--- src/rtl/ccff_bitstream_loader.sv ---
// Serializes host configuration words MSB-first into a tile configuration chain,
// qualifies each chain shift with shift_en and accumulates parity of the returning tail.
module ccff_bitstream_loader #(
    parameter int WORD_W    = 32,
    parameter int CHAIN_LEN = 1024,
    parameter int CNT_W     = 16
) (
    input  logic              prog_clk,
    input  logic              pReset,
    input  logic              start,
    input  logic              abort,
    input  logic              word_valid,
    input  logic [WORD_W-1:0] word_data,
    output logic              word_ready,
    output logic              ccff_head,
    input  logic              ccff_tail,
    output logic              shift_en,
    output logic              busy,
    output logic              done,
    output logic [CNT_W-1:0]  bit_count,
    output logic              tail_parity
);

    localparam int              WC_W   = $clog2(WORD_W + 1);
    localparam logic [CNT_W-1:0] LP_LEN = CNT_W'(CHAIN_LEN);

    typedef enum logic [1:0] {
        S_IDLE  = 2'd0,
        S_FETCH = 2'd1,
        S_SHIFT = 2'd2,
        S_DONE  = 2'd3
    } state_t;

    state_t            r_state;
    state_t            w_next;
    logic [WORD_W-1:0] r_shreg;
    logic [WC_W-1:0]   r_wcnt;
    logic [CNT_W-1:0]  r_bit_count;
    logic              r_head;
    logic              r_shift_en;
    logic              r_busy;
    logic              r_done;
    logic              r_parity;
    logic              w_last_bit;
    logic              w_word_end;

    // Bits of the next word that still fit in the chain; the tail of a partial word is dropped.
    function automatic logic [WC_W-1:0] f_word_bits(input logic [CNT_W-1:0] shifted);
        logic [CNT_W-1:0] remain;
        remain = LP_LEN - shifted;
        if (remain >= CNT_W'(WORD_W))
            return WC_W'(WORD_W);
        return WC_W'(remain);
    endfunction

    assign w_last_bit = (r_bit_count + CNT_W'(1)) == LP_LEN;
    assign w_word_end = r_wcnt == WC_W'(1);

    assign word_ready  = (r_state == S_FETCH) && !abort;
    assign ccff_head   = r_head;
    assign shift_en    = r_shift_en;
    assign busy        = r_busy;
    assign done        = r_done;
    assign bit_count   = r_bit_count;
    assign tail_parity = r_parity;

    always_comb begin
        w_next = r_state;
        if (abort) begin
            w_next = S_IDLE;
        end else begin
            case (r_state)
                S_IDLE, S_DONE: if (start) w_next = S_FETCH;
                S_FETCH:        if (word_valid) w_next = S_SHIFT;
                S_SHIFT: begin
                    if (w_last_bit)
                        w_next = S_DONE;
                    else if (w_word_end)
                        w_next = S_FETCH;
                end
                default:        w_next = S_IDLE;
            endcase
        end
    end

    always_ff @(posedge prog_clk or posedge pReset) begin
        if (pReset) begin
            r_state     <= S_IDLE;
            r_shreg     <= '0;
            r_wcnt      <= '0;
            r_bit_count <= '0;
            r_head      <= 1'b0;
            r_shift_en  <= 1'b0;
            r_busy      <= 1'b0;
            r_done      <= 1'b0;
            r_parity    <= 1'b0;
        end else begin
            r_state <= w_next;
            r_busy  <= (w_next == S_FETCH) || (w_next == S_SHIFT);
            if (abort) begin
                // Counters and parity are frozen for post-mortem inspection.
                r_shift_en <= 1'b0;
                r_done     <= 1'b0;
            end else begin
                r_shift_en <= 1'b0;
                if (r_shift_en)
                    r_parity <= r_parity ^ ccff_tail;
                case (r_state)
                    S_IDLE, S_DONE: begin
                        if (r_state == S_DONE)
                            r_done <= 1'b1;
                        if (start) begin
                            r_bit_count <= '0;
                            r_parity    <= 1'b0;
                            r_done      <= 1'b0;
                        end
                    end
                    S_FETCH: begin
                        if (word_valid) begin
                            r_shreg <= word_data;
                            r_wcnt  <= f_word_bits(r_bit_count);
                        end
                    end
                    S_SHIFT: begin
                        r_head      <= r_shreg[WORD_W-1];
                        r_shift_en  <= 1'b1;
                        r_shreg     <= r_shreg << 1;
                        r_bit_count <= r_bit_count + CNT_W'(1);
                        r_wcnt      <= r_wcnt - WC_W'(1);
                    end
                    default: ;
                endcase
            end
        end
    end

endmodule

--- config.mk ---
export PLATFORM = sky130hd
export DESIGN_NAME = ccff_bitstream_loader
export DESIGN_NICKNAME = d
export VERILOG_FILES = /design/src/rtl/ccff_bitstream_loader.sv
export SDC_FILE = /design/constraint.sdc
export NUM_CORES = 1
export LEC_CHECK = 0
export BUFFER_PORTS_ARGS = -buffer_cell sky130_fd_sc_hd__buf_4
export CELL_PAD_IN_SITES_DETAIL_PLACEMENT = 2
export CELL_PAD_IN_SITES_GLOBAL_PLACEMENT = 2
export CORE_MARGIN = 5
export CORE_UTILIZATION = 34
export DETAILED_ROUTE_END_ITERATION = 10
export PLACE_DENSITY_LB_ADDON = 0.1
export REMOVE_ABC_BUFFERS = 1
export SLEW_MARGIN = 20
export SYNTH_ARGS = -nofsm -noshare
export SYNTH_HDL_FRONTEND = slang
export SYNTH_SLANG_ARGS = --single-unit
--- constraint.sdc ---
create_clock -name prog_clk -period 4.21 [get_ports prog_clk]
set_input_delay 0.421 -clock prog_clk [delete_from_list [all_inputs] [get_ports prog_clk]]
set_output_delay 0.421 -clock prog_clk [all_outputs]
set_load 0.05 [all_outputs]
After elaboration in Yosys (flattened, before gate mapping)
Index checks and enable logic that the tools add are counted.
{ "word_totals": {"regBits": 61, "out_inout_bits": 22, "word_cells": 64} }
{ "classes": {"bitwise_logic": 2, "eq_ne": 9, "reduce_logical": 13, "n_lt_le_gt_ge": 1, "n_addsub": 3, "muxes": 27} }
{ "op_table": {"columns": ["operator", "n"], "rows": [
  ["$pmux W32 S2", 1],
  ["$mux W32", 1],
  ["$pmux W16 S2", 1],
  ["$mux W6", 3],
  ["$add A16 B1 Y16 const B", 1],
  ["$eq A16 B11 Y1 const B", 1],
  ["$ge A16 B6 Y1 const B", 1],
  ["$mux W16", 1],
  ["$sub A11 B16 Y16 const A", 1],
  ["$mux W1", 13],
  ["$pmux W6 S2", 1],
  ["$mux W2", 5],
  ["$eq A2 B2 Y1 const B", 3],
  ["$eq A6 B1 Y1 const B", 1],
  ["$pmux W2 S3", 1],
  ["$reduce_and A3 Y1", 2],
  ["$reduce_bool A2 Y1", 3],
  ["$sub A6 B1 Y6 const B", 1],
  ["$eq A2 B1 Y1 const B", 2],
  ["$ne A2 B2 Y1 const B", 2],
  ["$reduce_and A2 Y1", 2],
  ["$reduce_bool A3 Y1", 1],
  ["$logic_not A2 Y1", 1],
  ["$reduce_or A2 Y1", 1],
  ["5 further kinds", 5]
]} }

Depth between registers and ports, before layout
Gate-level depths: netlist (run 1).
{ "depth": {"depth_word": 9, "mapped_depth": 11, "ltp_nobuf": 8} }

Worst setup path before layout (run 1)
No wires, ideal clock.
{ "synth_timing": {"kind": "register to register", "start": "register r_bit_count[0], in the netlist bit_count[0]", "end": "register r_wcnt[5]", "path_slack_ns": 0.742, "period_less_slack_ns": 3.468, "n_path_buf": 1, "path_stages_with_launch": 10, "arrival_ns": 3.344, "cell_sequence": "dfrtp_1 -> clkbuf_1 -> inv_1 -> ha_1 -> or3b_2 -> or4_4 -> a2111oi_4 -> mux2i_1 -> or4_4 -> o31a_1"} }
{ "synth_between": {"elab_chain_cells": 9} }
{ "synth_rtl": {"columns": ["element", "line_no", "text"], "rows": [
  ["from (decl)", "38", "logic [CNT_W-1:0] r_bit_count;"],
  ["from (signal assigned)", "128", "r_bit_count <= r_bit_count + CNT_W'(1);"],
  ["$sub A11 B16 Y16 (*)", "50", "remain = LP_LEN - shifted;"],
  ["$ge A16 B6 Y1", "51", "if (remain >= CNT_W'(WORD_W))"],
  ["$mux W1", "51", null],
  ["$mux W1", "119", "if (word_valid) begin"],
  ["$mux W1", "108", "case (r_state)"],
  ["$mux W1", "100", "if (abort) begin"],
  ["$mux W6 (*)", "53", "return WC_W'(remain);"],
  ["$mux W6 (*)", "119", null],
  ["$pmux W6 S2 (*)", "108", null],
  ["to (signal assigned)", "121", "r_wcnt <= f_word_bits(r_bit_count);"],
  ["to (signal assigned)", "129", "r_wcnt <= r_wcnt - WC_W'(1);"],
  ["to (decl)", "37", "logic [WC_W-1:0] r_wcnt;"]
]} }
Mark *: on every way between the ends. The rest lies on a longest branch, timed or not. The select of a mux whose other input is x is not followed.
A chain may end at the register's enable or synchronous reset.

Worst setup path after layout (run 1)
Same ends and word-level chain as after synthesis.

==> flow_metrics.env, run 1 <==
export IMPL_die_width_um=113.5
export IMPL_yosys_most_used_dff="sky130_fd_sc_hd__dfrtp_1"
export IMPL_path_clk_slew_ns=0.09
export IMPL_period_share=0.7897
export IMPL_port_buffer_count=59
export IMPL_via_per_inst=5.448
export IMPL_detail_route_wl_per_cell_um=17.25
export IMPL_grt_pass1_vias=3473
export IMPL_die_height_um=113.5
export IMPL_slew_violations=0
export IMPL_post_cts_hold_buffers=0
export IMPL_postPlaceCellArea_um2=4153
export IMPL_regToRegStartpoint="bit_count[0]"
export IMPL_initial_antenna_violation_count=0
export IMPL_hold_viol_final=0
export IMPL_timing_final_ws_setup_ns=0.8854
export IMPL_final_period_minus_worst_setup_slack_ns=3.325
export IMPL_critical_path_reg2reg_endpoint="r_wcnt[5]"
export IMPL_synth_top_area_share=0.4192
export IMPL_fillerInstances=1187
export IMPL_clock_latency_ns=0.35
export IMPL_ys_types=56
export IMPL_top_level_ports=60
export IMPL_gpl_final_weighted_congestion=0.7786
export IMPL_die_area_um2=12880
export IMPL_fin_nets=501
export IMPL_worst_r2r_path_depth=8
export IMPL_synthDominantAreaCellType="sky130_fd_sc_hd__dfrtp_1"
export IMPL_grt_max_degree=76
export IMPL_post_cts_setup_buffers=0
export IMPL_max_vdd_ir_drop_v=0.0002528
export IMPL_drive_gt1_frac=0.2022
export IMPL_async_flop_share=1.000
export IMPL_final_cell_area_um2=4360
export IMPL_hold_ws_ns=0.2068
export IMPL_timing_worst_slew_pin_value_ns=0.8922
export IMPL_grt_pass1_wl_mm=17.43
export IMPL_utilization=0.4205
export IMPL_overflow_after_grt=0
export IMPL_antenna_diode_count=0
export IMPL_max_freq_mhz=300.8
export IMPL_initial_utilization=0.3511
export IMPL_dpl_worst_slack_ns=0.9011
export IMPL_grt_setup_unrepaired="no"
export IMPL_setup_total_negative_slack_ns=0
export IMPL_reg2reg_slack_ns=0.89
export IMPL_setup_violations=0
export IMPL_place_detailed_hpwl_mm=7.189
export IMPL_synth_edf_count=0
export IMPL_mappedNetlistArea_um2=3641
export IMPL_drv_max_cap_violation_count=0
export IMPL_ant_nets=0
export IMPL_ys_ff_latch=61
export IMPL_synth_sequential_area_ratio=0.4192
export IMPL_numCtsBuffers=9
export IMPL_run_status="completed"
export IMPL_finalClockSkew_ns=0.01262
export IMPL_worstPathMaxFanout=12
export IMPL_dpl_cell_count=580
export IMPL_synth_area_leaders="sky130_fd_sc_hd__dfrtp_1 (42%), sky130_fd_sc_hd__mux2i_1 (10%), sky130_fd_sc_hd__o21ai_0 (7.4%)"
export IMPL_cts_tree="yes"
export IMPL_grt_util_all_layers=0.1659
export IMPL_layout_area_overhead_vs_synth_pct=19.76
export IMPL_post_synth_cell_area_avg_um2=8.795
export IMPL_power_density_cell_area_nw_per_um2=625.7
export IMPL_hp_class="input pin to asynchronous set/reset pin"
export IMPL_route_vias_total=3247
export IMPL_detailedRoute_firstIterationViolations=155
export IMPL_post_layout_instance_count_excluding_filler_cells=596
export IMPL_critical_path_required_ns=4.44
export IMPL_worstSetupStartpointType="flip-flop"
export IMPL_route_final_wire_length_mm=10.28
export IMPL_drc=0
export IMPL_yosys_warnings=0
export IMPL_maxSlewHeadroom=0.4052
export IMPL_clock_sink_count=61
export IMPL_worst_setup_path_end_kind="flip-flop"
export IMPL_cts_buffer_depth=2
export IMPL_std_cell_rows=37
export IMPL_path_class="flip-flop to flip-flop"
export IMPL_h_tree_depth=3
export IMPL_design_core_area_um2=10370
export IMPL_finalPower_mw=2.728
export IMPL_clock_root_buffer="sky130_fd_sc_hd__clkbuf_8"
export IMPL_firstDrtPassIters=4
export IMPL_arrival_ns=3.55
export IMPL_reported_leakage_power_nw=1.897
export IMPL_synthCells=414
export IMPL_cts_repair_resize_count=0
[per-layer routing]
metal	GRT usage	routed length [µm]
met1	0.2121	4773
met2	0.2803	4981
met3	0.04456	427
met4	0.03766	99
met5	0	0
[area by class of cell]
| cell class | instances | area (µm²) | share of cell area |
|---|---|---|---|
| clock buffers | 9 | 123.9 | 0.02841 |
| repair buffers | 63 | 473.0 | 0.1085 |
| inverters | 14 | 52.55 | 0.01205 |
| multi-input cells | 306 | 1934 | 0.4436 |
| well taps | 136 | 170.2 | 0.03902 |
| flip-flops and latches | 61 | 1526 | 0.3501 |
| clock inverters | 7 | 80.08 | 0.01836 |
[synthesized netlist by cell type, types with 2 or more instances]
cell type,instances
sky130_fd_sc_hd__nand2_1,63
sky130_fd_sc_hd__dfrtp_1,61
sky130_fd_sc_hd__o21ai_0,54
sky130_fd_sc_hd__mux2i_1,37
sky130_fd_sc_hd__clkbuf_1,25
sky130_fd_sc_hd__nor2_1,21
sky130_fd_sc_hd__a21oi_1,15
sky130_fd_sc_hd__nor3_1,15
sky130_fd_sc_hd__inv_1,13
sky130_fd_sc_hd__nand3_1,11
sky130_fd_sc_hd__ha_1,8
sky130_fd_sc_hd__a21o_1,5
sky130_fd_sc_hd__nand4_1,5
sky130_fd_sc_hd__nor4_1,5
sky130_fd_sc_hd__o31ai_1,5
sky130_fd_sc_hd__and2_1,4
sky130_fd_sc_hd__buf_1,4
sky130_fd_sc_hd__xor2_1,4
sky130_fd_sc_hd__a211o_1,3
sky130_fd_sc_hd__a31oi_1,3
sky130_fd_sc_hd__buf_2,3
sky130_fd_sc_hd__nand2b_1,3
sky130_fd_sc_hd__nor2b_1,3
sky130_fd_sc_hd__o22ai_1,3
sky130_fd_sc_hd__or4_4,3
sky130_fd_sc_hd__a22oi_1,2
sky130_fd_sc_hd__and3_1,2
sky130_fd_sc_hd__and4_1,2
sky130_fd_sc_hd__mux2_2,2
sky130_fd_sc_hd__o31a_1,2
sky130_fd_sc_hd__or3_1,2
sky130_fd_sc_hd__or4_1,2
[cells in the final DEF (no fill, tap or decap), types with 3 or more instances in the layout]
cell and n:
sky130_fd_sc_hd__a211o_1 3, sky130_fd_sc_hd__a21o_1 5, sky130_fd_sc_hd__a21oi_1 15, sky130_fd_sc_hd__a31oi_1 3, sky130_fd_sc_hd__and2_1 4, sky130_fd_sc_hd__buf_4 63
sky130_fd_sc_hd__clkbuf_8 9, sky130_fd_sc_hd__dfrtp_1 61, sky130_fd_sc_hd__ha_1 7, sky130_fd_sc_hd__inv_1 12, sky130_fd_sc_hd__inv_6 3, sky130_fd_sc_hd__mux2i_1 37
sky130_fd_sc_hd__nand2_1 63, sky130_fd_sc_hd__nand2b_1 3, sky130_fd_sc_hd__nand3_1 11, sky130_fd_sc_hd__nand4_1 5, sky130_fd_sc_hd__nor2_1 21, sky130_fd_sc_hd__nor2b_1 3
sky130_fd_sc_hd__nor3_1 15, sky130_fd_sc_hd__nor4_1 5, sky130_fd_sc_hd__o21ai_0 54, sky130_fd_sc_hd__o22ai_1 3, sky130_fd_sc_hd__o31ai_1 5, sky130_fd_sc_hd__or4_4 3
sky130_fd_sc_hd__xor2_1 4
[flip-flops by register name, indices dropped and copies added (netlist names)]
| signal | cells |
|---|---|
| busy | 1 |
| done | 1 |
| r_shreg | 32 |
| tail_parity | 1 |
| r_state | 2 |
| ccff_head | 1 |
| r_wcnt | 6 |
| bit_count | 16 |
| shift_en | 1 |
[logic make-up (layout without fill, tap and decap cells)]
logic type                 Yosys count  count (layout)  synth area share
AOI/OAI and AO/OA                  107             107            0.1866
xor gates and xnor gates             5               5           0.01203
DFF                                 61              61            0.4192
muxes                               39              39            0.1079
and+or+nand+nor                    147             147            0.1952
buffers and inverters               47              93           0.05154
adders and majority gates            8               8           0.02749
[power by group]
part / total, mW / internal (mW) / switching (mW)
registers: 0.969 / 0.793 / 0.177
clock network: 0.555 / 0.280 / 0.275
logic: 1.20 / 0.460 / 0.744
total: 2.73 / 1.53 / 1.20
[critical path, cell delays in order (launching register included)]
cell and delay (ns):
sky130_fd_sc_hd__dfrtp_1 0.50, sky130_fd_sc_hd__inv_1 0.15, sky130_fd_sc_hd__ha_1 0.18, sky130_fd_sc_hd__or3b_2 0.52
sky130_fd_sc_hd__or4_4 0.52, sky130_fd_sc_hd__a2111oi_4 0.37, sky130_fd_sc_hd__mux2i_1 0.12, sky130_fd_sc_hd__or4_4 0.59
sky130_fd_sc_hd__o31a_1 0.25
[worst max-delay path by stage]
stage / from / end / cells past startpoint
after floorplan: r_state[0] / busy / 8
after global placement: bit_count[0] / r_wcnt[5] / 8
after detailed placement: bit_count[0] / r_wcnt[5] / 8
after CTS: bit_count[0] / r_wcnt[5] / 8
after global routing: bit_count[0] / r_wcnt[5] / 8
final: bit_count[0] / r_wcnt[5] / 8
No activity file was read; power rests on OpenSTA's default activity.
==> run 2: changes to the inputs <==
--- a/config.mk
+++ b/config.mk
@@ -5,11 +5,12 @@
 export SDC_FILE = /design/constraint.sdc
 export NUM_CORES = 1
 export LEC_CHECK = 0
+export ABC_AREA = 1
 export BUFFER_PORTS_ARGS = -buffer_cell sky130_fd_sc_hd__buf_4
 export CELL_PAD_IN_SITES_DETAIL_PLACEMENT = 2
 export CELL_PAD_IN_SITES_GLOBAL_PLACEMENT = 2
 export CORE_MARGIN = 5
-export CORE_UTILIZATION = 34
+export CORE_UTILIZATION = 28
 export DETAILED_ROUTE_END_ITERATION = 10
 export PLACE_DENSITY_LB_ADDON = 0.1
 export REMOVE_ABC_BUFFERS = 1
==> constraint.sdc (replaced) <==
create_clock -name prog_clk -period 2.8 [get_ports prog_clk]
set_input_delay 0.28 -clock prog_clk [delete_from_list [all_inputs] [get_ports prog_clk]]
set_output_delay 0.28 -clock prog_clk [all_outputs]
set_load 0.05 [all_outputs]
==> flow_metrics.env, run 2 <==
export IMPL_via_per_inst=4.816
export IMPL_drc=0
export IMPL_die_area_um2=14860
export IMPL_cp_slowest_stage_delay_ns=0.44
export IMPL_synth_top_area_share=0.4352
export IMPL_drive_gt1_frac=0.1642
export IMPL_synthCells=484
export IMPL_crit_top_cell="sky130_fd_sc_hd__nor2_1"
export IMPL_grt_pass1_vias=3801
export IMPL_power_switching_fraction=0.4062
export IMPL_worstSetupStartpointType="flip-flop"
export IMPL_firstDrtPassIters=4
export IMPL_yosys_cell_count_top_type="sky130_fd_sc_hd__nand2_1"
export IMPL_top_level_ports=60
export IMPL_worst_setup_path_end_kind="flip-flop"
export IMPL_synth_sequential_area_ratio=0.4352
export IMPL_synth_area_leaders="sky130_fd_sc_hd__dfrtp_1 (44%), sky130_fd_sc_hd__nand2_1 (15%), sky130_fd_sc_hd__nor2_1 (7.4%)"
export IMPL_route_final_wire_length_mm=11.42
export IMPL_fin_nets=589
export IMPL_slowest_stage="sky130_fd_sc_hd__inv_2"
export IMPL_std_cell_rows=40
export IMPL_period_share=0.8476
export IMPL_synth_compound_gate_area_share=0.1402
export IMPL_yosys_warnings=0
export IMPL_grt_max_degree=42
export IMPL_place_detailed_hpwl_mm=8.317
export IMPL_port_buffer_count=59
export IMPL_arrival_ns=2.62
export IMPL_finalPower_mw=4.002
export IMPL_grt_util_all_layers=0.1647
export IMPL_yosys_area_share_simple=0.3061
export IMPL_antenna_diode_count=0
export IMPL_yosys_most_used_dff="sky130_fd_sc_hd__dfrtp_1"
export IMPL_power_share_combinational=0.383
export IMPL_detailedRoute_firstIterationViolations=113
export IMPL_critical_path_required_ns=3.04
export IMPL_area_occupied_by_registers_um2=1526
export IMPL_worstPathMaxFanout=41
export IMPL_setup_violations=0
export IMPL_gpl_final_weighted_congestion=0.7886
export IMPL_finalClockSkew_ns=0.006439
export IMPL_initial_utilization=0.2884
export IMPL_synthDominantAreaCellType="sky130_fd_sc_hd__dfrtp_1"
export IMPL_max_vdd_ir_drop_v=0.0003091
export IMPL_yosys_area_share_adder=0.02854
export IMPL_hp_class="input pin to flip-flop"
export IMPL_ys_ff_latch=61
export IMPL_ant_nets=0
export IMPL_post_cts_hold_buffers=1
export IMPL_async_flop_share=1.000
export IMPL_maxSlewHeadroom=0.6588
export IMPL_synth_xor_xnor_area_share=0.01498
export IMPL_route_vias_total=3448
export IMPL_clock_root_buffer="sky130_fd_sc_hd__clkbuf_16"
export IMPL_overflow_after_grt=0
export IMPL_path_class="flip-flop to flip-flop"
export IMPL_cts_tree="yes"
export IMPL_post_cts_setup_buffers=0
export IMPL_design_core_area_um2=12160
export IMPL_slew_violations=0
export IMPL_die_width_um=121.9
export IMPL_clock_sink_count=61
export IMPL_initial_antenna_violation_count=0
export IMPL_clock_latency_ns=0.34
export IMPL_p_sw_mw=1.626
export IMPL_grt_setup_unrepaired="no"
export IMPL_synth_edf_count=0
export IMPL_power_internal_mw=2.376
export IMPL_ys_types=29
export IMPL_fillerInstances=1461
export IMPL_synth_top_cells_by_count="sky130_fd_sc_hd__nand2_1 (143), sky130_fd_sc_hd__nor2_1 (69), sky130_fd_sc_hd__dfrtp_1 (61), sky130_fd_sc_hd__inv_1 (49), sky130_fd_sc_hd__a31oi_1 (32)"
export IMPL_cts_repair_resize_count=0
export IMPL_cts_buffer_depth=2
export IMPL_max_freq_mhz=421.4
export IMPL_run_status="completed"
export IMPL_buffer_and_inverter_count_on_the_worst_path=3
export IMPL_numCtsBuffers=9
export IMPL_synth_top_family_by_area="simple AND/OR/NAND/NOR gates"
export IMPL_mostFrequentLayoutCell="sky130_fd_sc_hd__nand2_1"
export IMPL_mappedNetlistArea_um2=3507
export IMPL_timing_worst_slew_pin_value_ns=0.5101
export IMPL_largest_register_ffs=32
export IMPL_drv_max_cap_violation_count=0
export IMPL_power_share_of_the_clock_group=0.262
export IMPL_h_tree_depth=3
export IMPL_highest_count_cells_in_the_layout_ignoring_fill_and_taps="sky130_fd_sc_hd__nand2_1 (143), sky130_fd_sc_hd__nor2_1 (69), sky130_fd_sc_hd__buf_4 (63)"
export IMPL_timing_critical_path_cells="inv_1, ha_1, nor2_1, nand2_1, inv_2, buf_12, nor2_1, a31oi_1"
export IMPL_seq_power_share=0.355
export IMPL_layout_area_overhead_vs_synth_pct=25.97
export IMPL_final_period_minus_worst_setup_slack_ns=2.373
export IMPL_multi_input_comb_area_um2=1718
export IMPL_hold_viol_final=0
export IMPL_power_density_cell_area_nw_per_um2=905.8
export IMPL_reported_leakage_power_nw=2.100
export IMPL_worst_r2r_path_depth=8
export IMPL_path_clk_slew_ns=0.05
export IMPL_regMostFlops="r_shreg"
export IMPL_die_height_um=121.9
export IMPL_grt_pass1_wl_mm=19.16
export IMPL_worstHoldPathCells=2
export IMPL_crit_family="buffers and inverters"
export IMPL_setup_total_negative_slack_ns=0
export IMPL_path_depth=8
export IMPL_synth_mux_area_frac=0
export IMPL_post_synth_cell_area_avg_um2=7.246
export IMPL_detail_route_wl_per_cell_um=15.96
## run 2: cell count changes after synthesis, sizes merged, moves of 6 or more
cell,previous run,this run
o21ai,54,21
nand3,11,22
nor3,15,3
mux2i,37,0
nor2,21,75
nand4,5,11
clkbuf,25,13
inv,13,50
a31oi,3,32
nand2,63,145
## run 2: final cells by class
class | count | share of cell area
Tap cell | 168 | 0.04758
Clock inverter | 1 | 0.001133
Inverter | 50 | 0.04248
Multi-Input combinational cell | 356 | 0.3888
Clock buffer | 15 | 0.06061
Sequential cell | 61 | 0.3455
Timing Repair Buffer | 65 | 0.1138
## run 2: final timing paths
path                       startpoint      endpoint  slack [ns]
max                        r_state[0]    r_shreg[6]        0.43
min                             abort      shift_en        0.18
max reg2reg                r_state[0]    r_shreg[6]        0.43
min reg2reg                r_shreg[0]    r_shreg[0]        0.50
max in group asynchronous      pReset    r_shreg[2]        1.57
min in group asynchronous      pReset  bit_count[2]        0.53
## run 2: power by group through the flow
stage | Sequential [mW] | Clock, mW | Combinational [mW]
after CTS | 1.43 | 1.08 | 1.58
after floorplan | 1.47 | 0 | 0.989
final | 1.42 | 1.05 | 1.53
after global routing | 1.47 | 1.12 | 1.76
after detailed placement | 1.43 | 0 | 1.55
after global placement | 1.41 | 0 | 1.47
## run 2: cell families (layout without fill, tap and decap cells)
| logic type | count (synthesis) | in the layout |
|---|---|---|
| flops | 61 | 61 |
| compound gates | 84 | 84 |
| buf+inv | 67 | 131 |
| simple gates | 258 | 258 |
| xor+xnor | 6 | 6 |
| fa+ha+maj | 8 | 8 |
## run 2: per-stage QoR
stage               std cells  hold WS, ns    util  setup WS (ns)  area [µm²]
floorplan                 467       0.3690       -       0.007602        3432
global placement          699       0.3358  0.3400         0.5895        4135
detailed placement        699       0.3510  0.3400         0.4488        4135
CTS                       716       0.1648  0.3633         0.3848        4418
global route              716       0.1900  0.3633         0.2142        4418
finish                    716       0.1767  0.3633         0.4268        4418
## run 2: per-layer routing
metal | vias up | track usage | wire length (µm)
met4 | 0 | 0.07353 | 210
met2 | 46 | 0.2818 | 5721
li1 | 1691 | - | -
met3 | 13 | 0.03064 | 330
met1 | 1698 | 0.2015 | 5162
met5 | - | 0 | 0
==> run 3: changes to the inputs <==
--- a/config.mk
+++ b/config.mk
@@ -5,12 +5,12 @@
 export SDC_FILE = /design/constraint.sdc
 export NUM_CORES = 1
 export LEC_CHECK = 0
-export ABC_AREA = 1
+export ABC_AREA = 0
 export BUFFER_PORTS_ARGS = -buffer_cell sky130_fd_sc_hd__buf_4
 export CELL_PAD_IN_SITES_DETAIL_PLACEMENT = 2
 export CELL_PAD_IN_SITES_GLOBAL_PLACEMENT = 2
 export CORE_MARGIN = 5
-export CORE_UTILIZATION = 28
+export CORE_UTILIZATION = 31
 export DETAILED_ROUTE_END_ITERATION = 10
 export PLACE_DENSITY_LB_ADDON = 0.1
 export REMOVE_ABC_BUFFERS = 1
==> constraint.sdc (replaced) <==
create_clock -name prog_clk -period 1.99 [get_ports prog_clk]
set_input_delay 0.199 -clock prog_clk [delete_from_list [all_inputs] [get_ports prog_clk]]
set_output_delay 0.199 -clock prog_clk [all_outputs]
set_load 0.05 [all_outputs]
==> flow_metrics.env, run 3 (same netlist as run 1, synthesis figures left out) <==
export IMPL_crit_top_cell="sky130_fd_sc_hd__or4_4"
export IMPL_numCtsBuffers=9
export IMPL_path_clk_slew_ns=0.05
export IMPL_hold_viol_final=0
export IMPL_grt_pass1_vias=3958
export IMPL_firstDrtPassIters=5
export IMPL_slowest_stage="sky130_fd_sc_hd__or4_4"
export IMPL_final_period_minus_worst_setup_slack_ns=2.791
export IMPL_buffer_and_inverter_count_on_the_worst_path=0
export IMPL_regMostFlops="r_shreg"
export IMPL_layout_area_overhead_vs_synth_pct=43.88
export IMPL_route_final_wire_length_mm=12.32
export IMPL_grt_util_met1=0.2261
export IMPL_crit_family="simple AND/OR/NAND/NOR gates"
export IMPL_slew_violations=0
export IMPL_timing_final_ws_setup_ns=-0.8012
export IMPL_largest_register_ffs=32
export IMPL_clock_latency_ns=0.33
export IMPL_mostFrequentLayoutCell="sky130_fd_sc_hd__buf_4"
export IMPL_clock_root_buffer="sky130_fd_sc_hd__clkbuf_16"
export IMPL_hold_ws_ns=0.1342
export IMPL_finalPower_mw=6.982
export IMPL_run_status="finished with violations"
export IMPL_highest_count_cells_in_the_layout_ignoring_fill_and_taps="sky130_fd_sc_hd__buf_4 (120), sky130_fd_sc_hd__nand2_1 (63), sky130_fd_sc_hd__dfrtp_1 (61)"
export IMPL_drv_max_cap_violation_count=0
export IMPL_gr_usage_met2=0.2950
export IMPL_h_tree_depth=3
export IMPL_detail_route_wl_per_cell_um=18.34
export IMPL_initial_antenna_violation_count=0
export IMPL_max_freq_mhz=358.3
export IMPL_critical_path_required_ns=2.21
export IMPL_via_per_inst=5.289
export IMPL_initial_utilization=0.3175
export IMPL_place_detailed_hpwl_mm=8.644
export IMPL_timing_worst_slew_pin_value_ns=0.4837
export IMPL_groute_layer_met3_usage=0.03773
export IMPL_ant_nets=0
export IMPL_port_buffer_count=59
export IMPL_dpl_cell_count=647
export IMPL_global_route_peak_usage_layer="met2"
export IMPL_die_area_um2=14010
export IMPL_cts_tree="yes"
export IMPL_setup_violations=10
export IMPL_die_height_um=118.4
export IMPL_max_vdd_ir_drop_v=0.0006173
export IMPL_worstSetupStartpointType="flip-flop"
export IMPL_post_layout_instance_count_excluding_filler_cells=672
export IMPL_grt_util_all_layers=0.1764
export IMPL_power_density_cell_area_nw_per_um2=1333
export IMPL_hp_class="input pin to flip-flop"
export IMPL_cp_slowest_stage_delay_ns=0.55
export IMPL_timing_critical_path_cells="or4_4, or4_4, a2111oi_4, mux2i_1, or4_4, o31a_1"
export IMPL_fin_nets=571
export IMPL_detailedRoute_firstIterationViolations=130
export IMPL_antenna_diode_count=0
export IMPL_drc=0
export IMPL_route_vias_total=3554
export IMPL_worst_setup_path_end_kind="flip-flop"
export IMPL_grt_pass1_wl_mm=20.19
export IMPL_period_share=1.403
export IMPL_cts_buffer_depth=2
export IMPL_worstPathMaxFanout=5
export IMPL_path_class="flip-flop to flip-flop"
export IMPL_finalClockSkew_ns=0.005696
export IMPL_clock_sink_count=61
export IMPL_drive_gt1_frac=0.3516
export IMPL_gpl_final_weighted_congestion=0.8128
export IMPL_design_core_area_um2=11470
export IMPL_die_width_um=118.4
export IMPL_arrival_ns=3.01
export IMPL_overflow_after_grt=0
export IMPL_violations="setup timing"
export IMPL_std_cell_rows=39
export IMPL_reported_leakage_power_nw=2.359
export IMPL_maxSlewHeadroom=0.6746
export IMPL_top_level_ports=60
export IMPL_grt_setup_unrepaired="yes"
export IMPL_grt_max_degree=44
run 3: timing repair:
item,4_1_cts,5_1_grt
hold buffers,1,0
setup buffers,4,6
endpoints found under the setup margin,16,15
endpoints found under the hold margin,26,0
pin swaps,6,7
gates resized for setup,27,27
run 3: area by class of cell:
type | count | area [µm²]
sequential | 61 | 1526
clock inverter | 4 | 47.55
tap | 143 | 178.9
inverter | 14 | 52.55
multi-input combinational | 306 | 2113
timing repair buffer | 133 | 1067
fill | 1246 | 6228
clock buffer | 11 | 252.7
run 3: worst register-to-register path, delay by kind of cell, from the launching register on:
kind / cells / cell delay (ns)
mux: 1 / 0.12
flops: 1 / 0.38
compound gates: 2 / 0.58
simple gates: 3 / 1.59
run 3: final timing paths:
| path | start | endpoint | slack [ns] | depth (start not counted) |
|---|---|---|---|---|
| max | bit_count[9] | r_wcnt[5] | -0.80 | 6 |
| max in group asynchronous | pReset | r_shreg[31] | 1.08 | 4 |
| min in group asynchronous | pReset | r_shreg[12] | 0.50 | 4 |
| min reg2reg | r_shreg[20] | r_shreg[20] | 0.48 | 2 |
| max reg2reg | bit_count[9] | r_wcnt[5] | -0.80 | 6 |
| min | abort | shift_en | 0.13 | 2 |
run 3: metal layers:
metal | part of all wire | wire length, µm
met1 | 0.46 | 5617
met3 | 0.034 | 419
met2 | 0.49 | 6089
met5 | 0 | 0
met4 | 0.016 | 195
run 3: where the power goes:
group | total (mW) | switching (mW) | internal [mW]
Clock | 1.60 | 0.574 | 1.03
Sequential | 1.97 | 0.286 | 1.68
Combinational | 3.41 | 1.91 | 1.50
run 3: stage by stage:
step                worst slack [ns]  area (µm²)  TNS, ns    util
floorplan                     -1.653        3506   -46.47       -
global placement              -1.035        4637   -6.229  0.4044
detailed placement            -1.096        4637   -6.956  0.4044
CTS                          -0.8070        5092   -4.963  0.4441
global route                 -0.8855        5239   -6.415  0.4568
finish                       -0.8012        5239   -5.152  0.4568
